## src/rtl/imem_boot_loader_pkg.sv

```systemverilog
// Shared definitions for the serial IRAM boot loader: sync byte, FSM encodings
// and small datapath helpers.
package imem_boot_loader_pkg;

  localparam logic [7:0] SYNC_BYTE = 8'hA5;

  typedef enum logic [2:0] {
    IDLE   = 3'd0,
    LEN_LO = 3'd1,
    LEN_HI = 3'd2,
    DATA   = 3'd3,
    CSUM   = 3'd4,
    DONE   = 3'd5,
    ERR    = 3'd6
  } loadState_t;

  typedef enum logic [1:0] {
    RX_IDLE  = 2'd0,
    RX_START = 2'd1,
    RX_DATA  = 2'd2,
    RX_STOP  = 2'd3
  } rxState_t;

  function automatic logic isBusy(input loadState_t s);
    case (s)
      IDLE, DONE, ERR: isBusy = 1'b0;
      default:         isBusy = 1'b1;
    endcase
  endfunction

  function automatic logic [7:0] csumStep(input logic [7:0] acc, input logic [7:0] b);
    csumStep = acc ^ b;
  endfunction

endpackage

```

## src/rtl/imem_boot_loader_uart_rx.sv

```systemverilog
// 8N1 UART byte receiver with a 2-flop input synchronizer; start bits are
// confirmed at mid-bit and the stop bit is checked at mid-bit.
module uart_rx_byte
  import imem_boot_loader_pkg::*;
#(
  parameter int CLKS_PER_BIT = 434
) (
  input  logic       clock,
  input  logic       clear,
  input  logic       rx,
  output logic       byte_valid,
  output logic [7:0] byte_data,
  output logic       framing_err
);

  localparam int CNT_W = $clog2(CLKS_PER_BIT);
  localparam logic [CNT_W-1:0] LAST_CNT = CNT_W'(CLKS_PER_BIT - 1);
  localparam logic [CNT_W-1:0] HALF_CNT = CNT_W'(CLKS_PER_BIT / 2 - 1);

  logic             rxMeta_r, rxSync_r, rxPrev_r;
  rxState_t         rxState_r, rxStateNext_s;
  logic [CNT_W-1:0] cnt_r, cntNext_s;
  logic [2:0]       bitIdx_r, bitIdxNext_s;
  logic [7:0]       shift_r, shiftNext_s;
  logic             validNext_s, ferrNext_s;
  logic             byteValid_r, framingErr_r;
  logic [7:0]       byteData_r;

  // Input synchronizer and edge history; resets to the idle-high line level
  always_ff @(posedge clock) begin
    if (!clear) begin
      rxMeta_r <= 1'b1;
      rxSync_r <= 1'b1;
      rxPrev_r <= 1'b1;
    end else begin
      rxMeta_r <= rx;
      rxSync_r <= rxMeta_r;
      rxPrev_r <= rxSync_r;
    end
  end

  // Receiver next-state, bit timing and output pulse decode
  always_comb begin
    rxStateNext_s = rxState_r;
    cntNext_s     = cnt_r + {{(CNT_W-1){1'b0}}, 1'b1};
    bitIdxNext_s  = bitIdx_r;
    shiftNext_s   = shift_r;
    validNext_s   = 1'b0;
    ferrNext_s    = 1'b0;
    case (rxState_r)
      RX_IDLE: begin
        cntNext_s = '0;
        if (rxPrev_r && !rxSync_r) rxStateNext_s = RX_START;
        else                       rxStateNext_s = RX_IDLE;
      end
      RX_START: begin
        if (cnt_r == HALF_CNT) begin
          cntNext_s    = '0;
          bitIdxNext_s = 3'd0;
          // A line that is high again at mid-start was only a glitch
          if (rxSync_r) rxStateNext_s = RX_IDLE;
          else          rxStateNext_s = RX_DATA;
        end else begin
          rxStateNext_s = RX_START;
        end
      end
      RX_DATA: begin
        if (cnt_r == LAST_CNT) begin
          cntNext_s    = '0;
          shiftNext_s  = {rxSync_r, shift_r[7:1]};
          bitIdxNext_s = bitIdx_r + 3'd1;
          if (bitIdx_r == 3'd7) rxStateNext_s = RX_STOP;
          else                  rxStateNext_s = RX_DATA;
        end else begin
          rxStateNext_s = RX_DATA;
        end
      end
      RX_STOP: begin
        if (cnt_r == LAST_CNT) begin
          cntNext_s     = '0;
          rxStateNext_s = RX_IDLE;
          if (rxSync_r) validNext_s = 1'b1;
          else          ferrNext_s  = 1'b1;
        end else begin
          rxStateNext_s = RX_STOP;
        end
      end
      default: begin
        rxStateNext_s = RX_IDLE;
        cntNext_s     = '0;
      end
    endcase
  end

  // Receiver state and registered outputs
  always_ff @(posedge clock) begin
    if (!clear) begin
      rxState_r    <= RX_IDLE;
      cnt_r        <= '0;
      bitIdx_r     <= 3'd0;
      shift_r      <= 8'h00;
      byteValid_r  <= 1'b0;
      byteData_r   <= 8'h00;
      framingErr_r <= 1'b0;
    end else begin
      rxState_r    <= rxStateNext_s;
      cnt_r        <= cntNext_s;
      bitIdx_r     <= bitIdxNext_s;
      shift_r      <= shiftNext_s;
      byteValid_r  <= validNext_s;
      framingErr_r <= ferrNext_s;
      if (validNext_s) byteData_r <= shift_r;
    end
  end

  assign byte_valid  = byteValid_r;
  assign byte_data   = byteData_r;
  assign framing_err = framingErr_r;

endmodule

```

## src/rtl/imem_boot_loader.sv

```systemverilog
// Serial boot loader: parses a sync/length/payload/checksum UART frame, writes
// little-endian words into IRAM and releases the core once the image checks out.
module imem_boot_loader
  import imem_boot_loader_pkg::*;
#(
  parameter int CLKS_PER_BIT = 434,
  parameter int ADDR_W       = 8,
  parameter int BOOT_HOLD    = 1
) (
  input  logic              clock,
  input  logic              clear,
  input  logic              rx,
  output logic              imem_wren,
  output logic [ADDR_W-1:0] imem_addr,
  output logic [31:0]       imem_din,
  output logic              core_clear,
  output logic              busy,
  output logic              error,
  output logic [ADDR_W:0]   words_loaded
);

  localparam logic [16:0] MAX_WORDS      = 17'd1 << ADDR_W;
  localparam logic        CORE_CLEAR_RST = (BOOT_HOLD == 0) ? 1'b1 : 1'b0;

  logic        byteValid_s, framingErr_s;
  logic [7:0]  byteData_s;

  loadState_t        state_r, stateNext_s;
  logic [15:0]       len_r, lenNext_s;
  logic [31:0]       word_r, wordNext_s;
  logic [1:0]        byteIdx_r, byteIdxNext_s;
  logic [7:0]        csum_r, csumNext_s;
  logic              imemWren_r, imemWrenNext_s;
  logic [ADDR_W-1:0] imemAddr_r, imemAddrNext_s;
  logic [31:0]       imemDin_r, imemDinNext_s;
  logic              coreClear_r, coreClearNext_s;
  logic              busy_r;
  logic              error_r, errorNext_s;
  logic [ADDR_W:0]   wordsLoaded_r, wordsLoadedNext_s;
  logic [ADDR_W:0]   wordsInc_s;
  logic [15:0]       lenFull_s;

  uart_rx_byte #(
    .CLKS_PER_BIT(CLKS_PER_BIT)
  ) u_rx (
    .clock      (clock),
    .clear      (clear),
    .rx         (rx),
    .byte_valid (byteValid_s),
    .byte_data  (byteData_s),
    .framing_err(framingErr_s)
  );

  assign wordsInc_s = wordsLoaded_r + {{ADDR_W{1'b0}}, 1'b1};
  assign lenFull_s  = {byteData_s, len_r[7:0]};

  // Frame parser: next state, word assembly, checksum and IRAM write decode
  always_comb begin
    stateNext_s       = state_r;
    lenNext_s         = len_r;
    wordNext_s        = word_r;
    byteIdxNext_s     = byteIdx_r;
    csumNext_s        = csum_r;
    imemWrenNext_s    = 1'b0;
    imemAddrNext_s    = imemAddr_r;
    imemDinNext_s     = imemDin_r;
    coreClearNext_s   = coreClear_r;
    errorNext_s       = error_r;
    wordsLoadedNext_s = wordsLoaded_r;
    if (byteValid_s) begin
      case (state_r)
        IDLE, DONE, ERR: begin
          if (byteData_s == SYNC_BYTE) begin
            stateNext_s       = LEN_LO;
            coreClearNext_s   = 1'b0;
            errorNext_s       = 1'b0;
            wordsLoadedNext_s = '0;
          end else begin
            stateNext_s = state_r;
          end
        end
        LEN_LO: begin
          lenNext_s[7:0] = byteData_s;
          stateNext_s    = LEN_HI;
        end
        LEN_HI: begin
          lenNext_s  = lenFull_s;
          csumNext_s = 8'h00;
          // Oversized images are rejected here, so addresses can never wrap
          if ({1'b0, lenFull_s} > MAX_WORDS) begin
            stateNext_s     = ERR;
            errorNext_s     = 1'b1;
            coreClearNext_s = 1'b0;
          end else if (lenFull_s == 16'd0) begin
            stateNext_s = CSUM;
          end else begin
            stateNext_s       = DATA;
            byteIdxNext_s     = 2'd0;
            wordsLoadedNext_s = '0;
            imemAddrNext_s    = '0;
          end
        end
        DATA: begin
          wordNext_s    = {byteData_s, word_r[31:8]};
          csumNext_s    = csumStep(csum_r, byteData_s);
          byteIdxNext_s = byteIdx_r + 2'd1;
          if (byteIdx_r == 2'd3) begin
            imemWrenNext_s    = 1'b1;
            imemAddrNext_s    = wordsLoaded_r[ADDR_W-1:0];
            imemDinNext_s     = wordNext_s;
            wordsLoadedNext_s = wordsInc_s;
            if (17'(wordsInc_s) == {1'b0, len_r}) stateNext_s = CSUM;
            else                                  stateNext_s = DATA;
          end else begin
            stateNext_s = DATA;
          end
        end
        CSUM: begin
          if (byteData_s == csum_r) begin
            stateNext_s     = DONE;
            coreClearNext_s = 1'b1;
          end else begin
            stateNext_s     = ERR;
            errorNext_s     = 1'b1;
            coreClearNext_s = 1'b0;
          end
        end
        default: begin
          stateNext_s = IDLE;
        end
      endcase
    end else if (framingErr_s) begin
      if (isBusy(state_r)) begin
        stateNext_s     = ERR;
        errorNext_s     = 1'b1;
        coreClearNext_s = 1'b0;
      end else begin
        stateNext_s = state_r;
      end
    end else begin
      stateNext_s = state_r;
    end
  end

  // Parser state and registered IRAM/core-control outputs
  always_ff @(posedge clock) begin
    if (!clear) begin
      state_r       <= IDLE;
      len_r         <= 16'h0000;
      word_r        <= 32'h0000_0000;
      byteIdx_r     <= 2'd0;
      csum_r        <= 8'h00;
      imemWren_r    <= 1'b0;
      imemAddr_r    <= '0;
      imemDin_r     <= 32'h0000_0000;
      coreClear_r   <= CORE_CLEAR_RST;
      busy_r        <= 1'b0;
      error_r       <= 1'b0;
      wordsLoaded_r <= '0;
    end else begin
      state_r       <= stateNext_s;
      len_r         <= lenNext_s;
      word_r        <= wordNext_s;
      byteIdx_r     <= byteIdxNext_s;
      csum_r        <= csumNext_s;
      imemWren_r    <= imemWrenNext_s;
      imemAddr_r    <= imemAddrNext_s;
      imemDin_r     <= imemDinNext_s;
      coreClear_r   <= coreClearNext_s;
      busy_r        <= isBusy(stateNext_s);
      error_r       <= errorNext_s;
      wordsLoaded_r <= wordsLoadedNext_s;
    end
  end

  assign imem_wren    = imemWren_r;
  assign imem_addr    = imemAddr_r;
  assign imem_din     = imemDin_r;
  assign core_clear   = coreClear_r;
  assign busy         = busy_r;
  assign error        = error_r;
  assign words_loaded = wordsLoaded_r;

endmodule
```

## config.mk

```make
export PLATFORM = sky130hd
export DESIGN_NAME = imem_boot_loader
export DESIGN_NICKNAME = d
export VERILOG_FILES = /design/src/rtl/imem_boot_loader_pkg.sv /design/src/rtl/imem_boot_loader_uart_rx.sv /design/src/rtl/imem_boot_loader.sv
export SDC_FILE = /design/constraint.sdc
export NUM_CORES = 1
export LEC_CHECK = 0
export CAP_MARGIN = 0
export CORE_ASPECT_RATIO = 0.5
export CORE_MARGIN = 2
export CORE_UTILIZATION = 50
export DETAILED_ROUTE_END_ITERATION = 8
export PLACE_DENSITY = 0.75
export SETUP_SLACK_MARGIN = 0.4
export SLEW_MARGIN = 40
export SYNTH_ARGS = -nofsm -noshare
export SYNTH_HDL_FRONTEND = slang
export SYNTH_SLANG_ARGS = --single-unit
```

## constraint.sdc

```tcl
create_clock -name clock -period 3.1 [get_ports clock]
set_clock_uncertainty 0.1 [all_clocks]
set_input_delay 0.775 -clock clock [delete_from_list [all_inputs] [get_ports clock]]
set_output_delay 0.775 -clock clock [all_outputs]
set_load 0.05 [all_outputs]
```

==> metrics, run 1 <==
synth top area cells=dfxtp_1 47%, nand2_1 11%, a21oi_1 8.4%; dominant delay contributor by cell family on the critical path=simple AND/OR/NAND/NOR gates; Critical Path Slowest Stage Cell=or4_4; Switching Fraction=23.6%; Mapped Nets=770; count leader, synth=nand2_1; deepest level of the CTS H-tree=4; total DRC errors in the routed layout=0; clock tree from TritonCTS=built; cells along the critical path=or4_4 -> or4_4 -> nor3b_4 -> nor3b_4 -> or3_4 -> o21ai_2 -> a21oi_2; post-synthesis instance total=756; Routability Congestion=0.884; tightest slew margin relative to the limit=61.7%; detailed-route wire length=14,200 µm; distinct cell type count of the synthesized netlist=56; ys flop type=dfxtp_1; combined global-route utilization of all metal layers=22.2%; pin count of the biggest net entering global routing=121; register share of total power=46.6%; Netlist Area Pre-Place=6000 µm²; total inserted antenna cells=0; Core Rows=28; Comb power frac=1.1%; ports placed on the boundary=56; biggest area consumer among synthesized cells=dfxtp_1; area growth from synthesis to final layout=24.2%; part of the power in the clock network=52.3%; setup slack of the worst register-to-register path=0.42 ns; floorplan die area=13,000 µm²; Worst Path Required=3.29 ns; post-route clock period utilization=86.5%; Post-synth ARST share=0%; detailed-router iteration count before antenna repair=5; unrepaired setup endpoints after global routing=true; number of global-route vias before repair=4,717; crit start category=flip-flop; Routed wire per std cell=14.5 µm; Buffers on Ports=55; critical path's largest stage delay=0.55 ns; number of enable flip-flop cells after synthesis=0; summed negative setup slack over all endpoints=0 ns; reported leakage power=2.74 nW; CTS buffer count=17; f_max=0.373 GHz; crit end category=flip-flop; initial antenna violation count=0; outcome=finished clean; Setup violations, final=0; number of vias after detailed routing=5,361; Max Buffers Root-to-Sink=2; Hold Path Class=reg2reg; synthesized area divided by synthesized cell count=7.94 µm²; highest ir drop seen on vdd=0.000346 V; Internal Pwr Total=0.00297 W; Filler cells=1,040; post-synthesis sequential area ratio=47.0%; layout cells sized above 1=9.91%; share of the core filled with cells=63.3%; horizontal die dimension=159 µm; Slew Viols, Final=0; number of sinks on the clock net=141; data arrival time at the worst-slack endpoint=2.87 ns; Clock Latency Late Sink=0.42 ns; warning count from the yosys run=0; drt initial violations=544; most instantiated cells after synthesis=181 x nand2_1, 141 x dfxtp_1, 101 x a21oi_1; Vias/cell=5.46; clock-pin slew on the worst setup and hold paths=0.06 ns; global-route congestion overflow total=0; classification of the worst setup path=reg2reg; hold violation count in the final report=0; post-synthesis register bit count=141; Final Critical Period=2.68 ns; measured slew at the worst slew-check pin=0.573 ns; # nets final=818; Floorplan Core Area=11,800 µm²; Bufs and invs on worst path=0; vertical die dimension=81.5 µm; power per cell area=522 nW/µm²; Antenna Nets Post-Route=0; Max Cap Viol=0; maximum fanout along the worst path=8; net load switching power=0.000917 W; first-pass GRT wire length=23,000 µm; Detailed Place HPWL=9070 µm; Post-CTS Hold Fix Bufs=0; area fraction of the dominant cell type after synthesis=47.0%; effective utilization at floorplan=51.0%; Clock Root Buffer=clkbuf_16
-- cells in the final DEF, fill, tap and decap left out, types with 3 or more instances in the layout --
cell type / netlist / final
xnor2_1: 18 / 18
inv_8: 0 / 6
nand4_1: 7 / 7
dfxtp_1: 141 / 138
a21oi_1: 101 / 99
or3_1: 5 / 4
o21ai_0: 23 / 21
buf_4: 0 / 22
clkdlybuf4s50_1: 0 / 50
a22oi_1: 4 / 4
inv_1: 9 / 8
ha_1: 11 / 11
o21ai_2: 0 / 7
and3_1: 6 / 6
nor4_1: 5 / 5
nand2b_1: 6 / 6
nand3b_1: 3 / 3
clkbuf_16: 0 / 17
o211a_1: 3 / 3
mux2i_1: 11 / 11
inv_6: 0 / 3
a31oi_1: 5 / 5
o21a_1: 8 / 8
nor3_1: 6 / 6
nand3_1: 31 / 31
dlymetal6s2s_1: 0 / 3
and2_1: 5 / 5
xor2_1: 10 / 10
nor2_1: 63 / 62
nor2b_1: 3 / 3
nand2_1: 181 / 181
-- sequential cells by signal, summed over array words and instances (netlist names), 2 cells and up --
name            cells
imem_din           32
word_r             24
len_r              16
u_rx.cnt_r          9
words_loaded        9
csum_r              8
imem_addr           8
u_rx.byte_data      8
u_rx.shift_r        8
state_r             3
u_rx.bitIdx_r       3
byteIdx_r           2
u_rx.rxState_r      2
-- what timing repair did --
action                     CTS  global route
buffers inserted             0             5
gates resized for setup      6            24
setup endpoints to repair   20            44
pin swaps                    0            14
-- power by group through the flow --
| stage | Clock [W] | Sequential (W) | Combinational [W] |
|---|---|---|---|
| 4_1_cts | 0.00207 | 0.00181 | 0.0000415 |
| 3_3_place_gp | 0 | 0.00186 | 0.0000408 |
| 5_1_grt | 0.00215 | 0.00181 | 0.0000465 |
| 2_1_floorplan | 0 | 0.00186 | 0.0000298 |
| 3_5_place_dp | 0 | 0.00186 | 0.0000410 |
| 6_report | 0.00203 | 0.00181 | 0.0000422 |
-- area by class of cell --
| cell class | instances | area, µm² | area share (%) |
|---|---|---|---|
| flip-flops and latches | 141 | 2830 | 37.9 |
| repair buffers | 78 | 741 | 9.93 |
| inverters | 11 | 42.5 | 0.571 |
| well taps | 165 | 206 | 2.77 |
| multi-input cells | 555 | 3040 | 40.8 |
| clock inverters | 15 | 173 | 2.32 |
| clock buffers | 17 | 425 | 5.71 |
-- cells by family (layout without fill, tap and decap cells) --
logic type | after synthesis | in the layout | share of synthesized area (%)
compound gates | 166 | 166 | 15.5
xor+xnor | 28 | 28 | 4.08
fa+ha+maj | 13 | 13 | 2.63
buf+inv | 60 | 121 | 3.96
flops | 141 | 141 | 47.0
mux | 12 | 12 | 2.02
simple gates | 336 | 336 | 24.8
-- metrics by stage --
stage	setup WS, ns	std cells	cell area, µm²	hold WS [ns]	power [W]
after floorplan	0.510	756	6000	0.286	0.00189
after global placement	0.401	945	6720	0.291	0.00190
after detailed placement	0.340	945	6720	0.293	0.00190
after CTS	0.400	977	7330	0.307	0.00392
after global routing	0.327	982	7460	0.336	0.00401
final	0.419	982	7460	0.305	0.00389
-- layer usage --
layer,up-vias,GRT usage [%],routed length [µm]
li1,2673,-,-
met1,2504,29.3,6770
met2,161,36.1,6400
met3,23,6.01,850
met4,0,7.55,197
met5,-,0,0
-- final timing paths --
kind                startpoint               to  cells after the start
max reg2reg  u_rx.byte_data[6]  words_loaded[2]                      7
min              u_rx.rxMeta_r    u_rx.rxSync_r                      1
min reg2reg      u_rx.rxMeta_r    u_rx.rxSync_r                      1
max          u_rx.byte_data[6]  words_loaded[2]                      7
No activity file was read; power rests on OpenSTA's default activity.
==> run 2: changes to the inputs <==
--- a/config.mk
+++ b/config.mk
@@ -5,6 +5,7 @@
 export SDC_FILE = /design/constraint.sdc
 export NUM_CORES = 1
 export LEC_CHECK = 0
+export ABC_CLOCK_PERIOD_IN_PS = 3100
 export CAP_MARGIN = 0
 export CORE_ASPECT_RATIO = 0.5
 export CORE_MARGIN = 2
==> results of run 2 <==
Same layout as run 1: the final DEF is identical, and so are final timing and power.
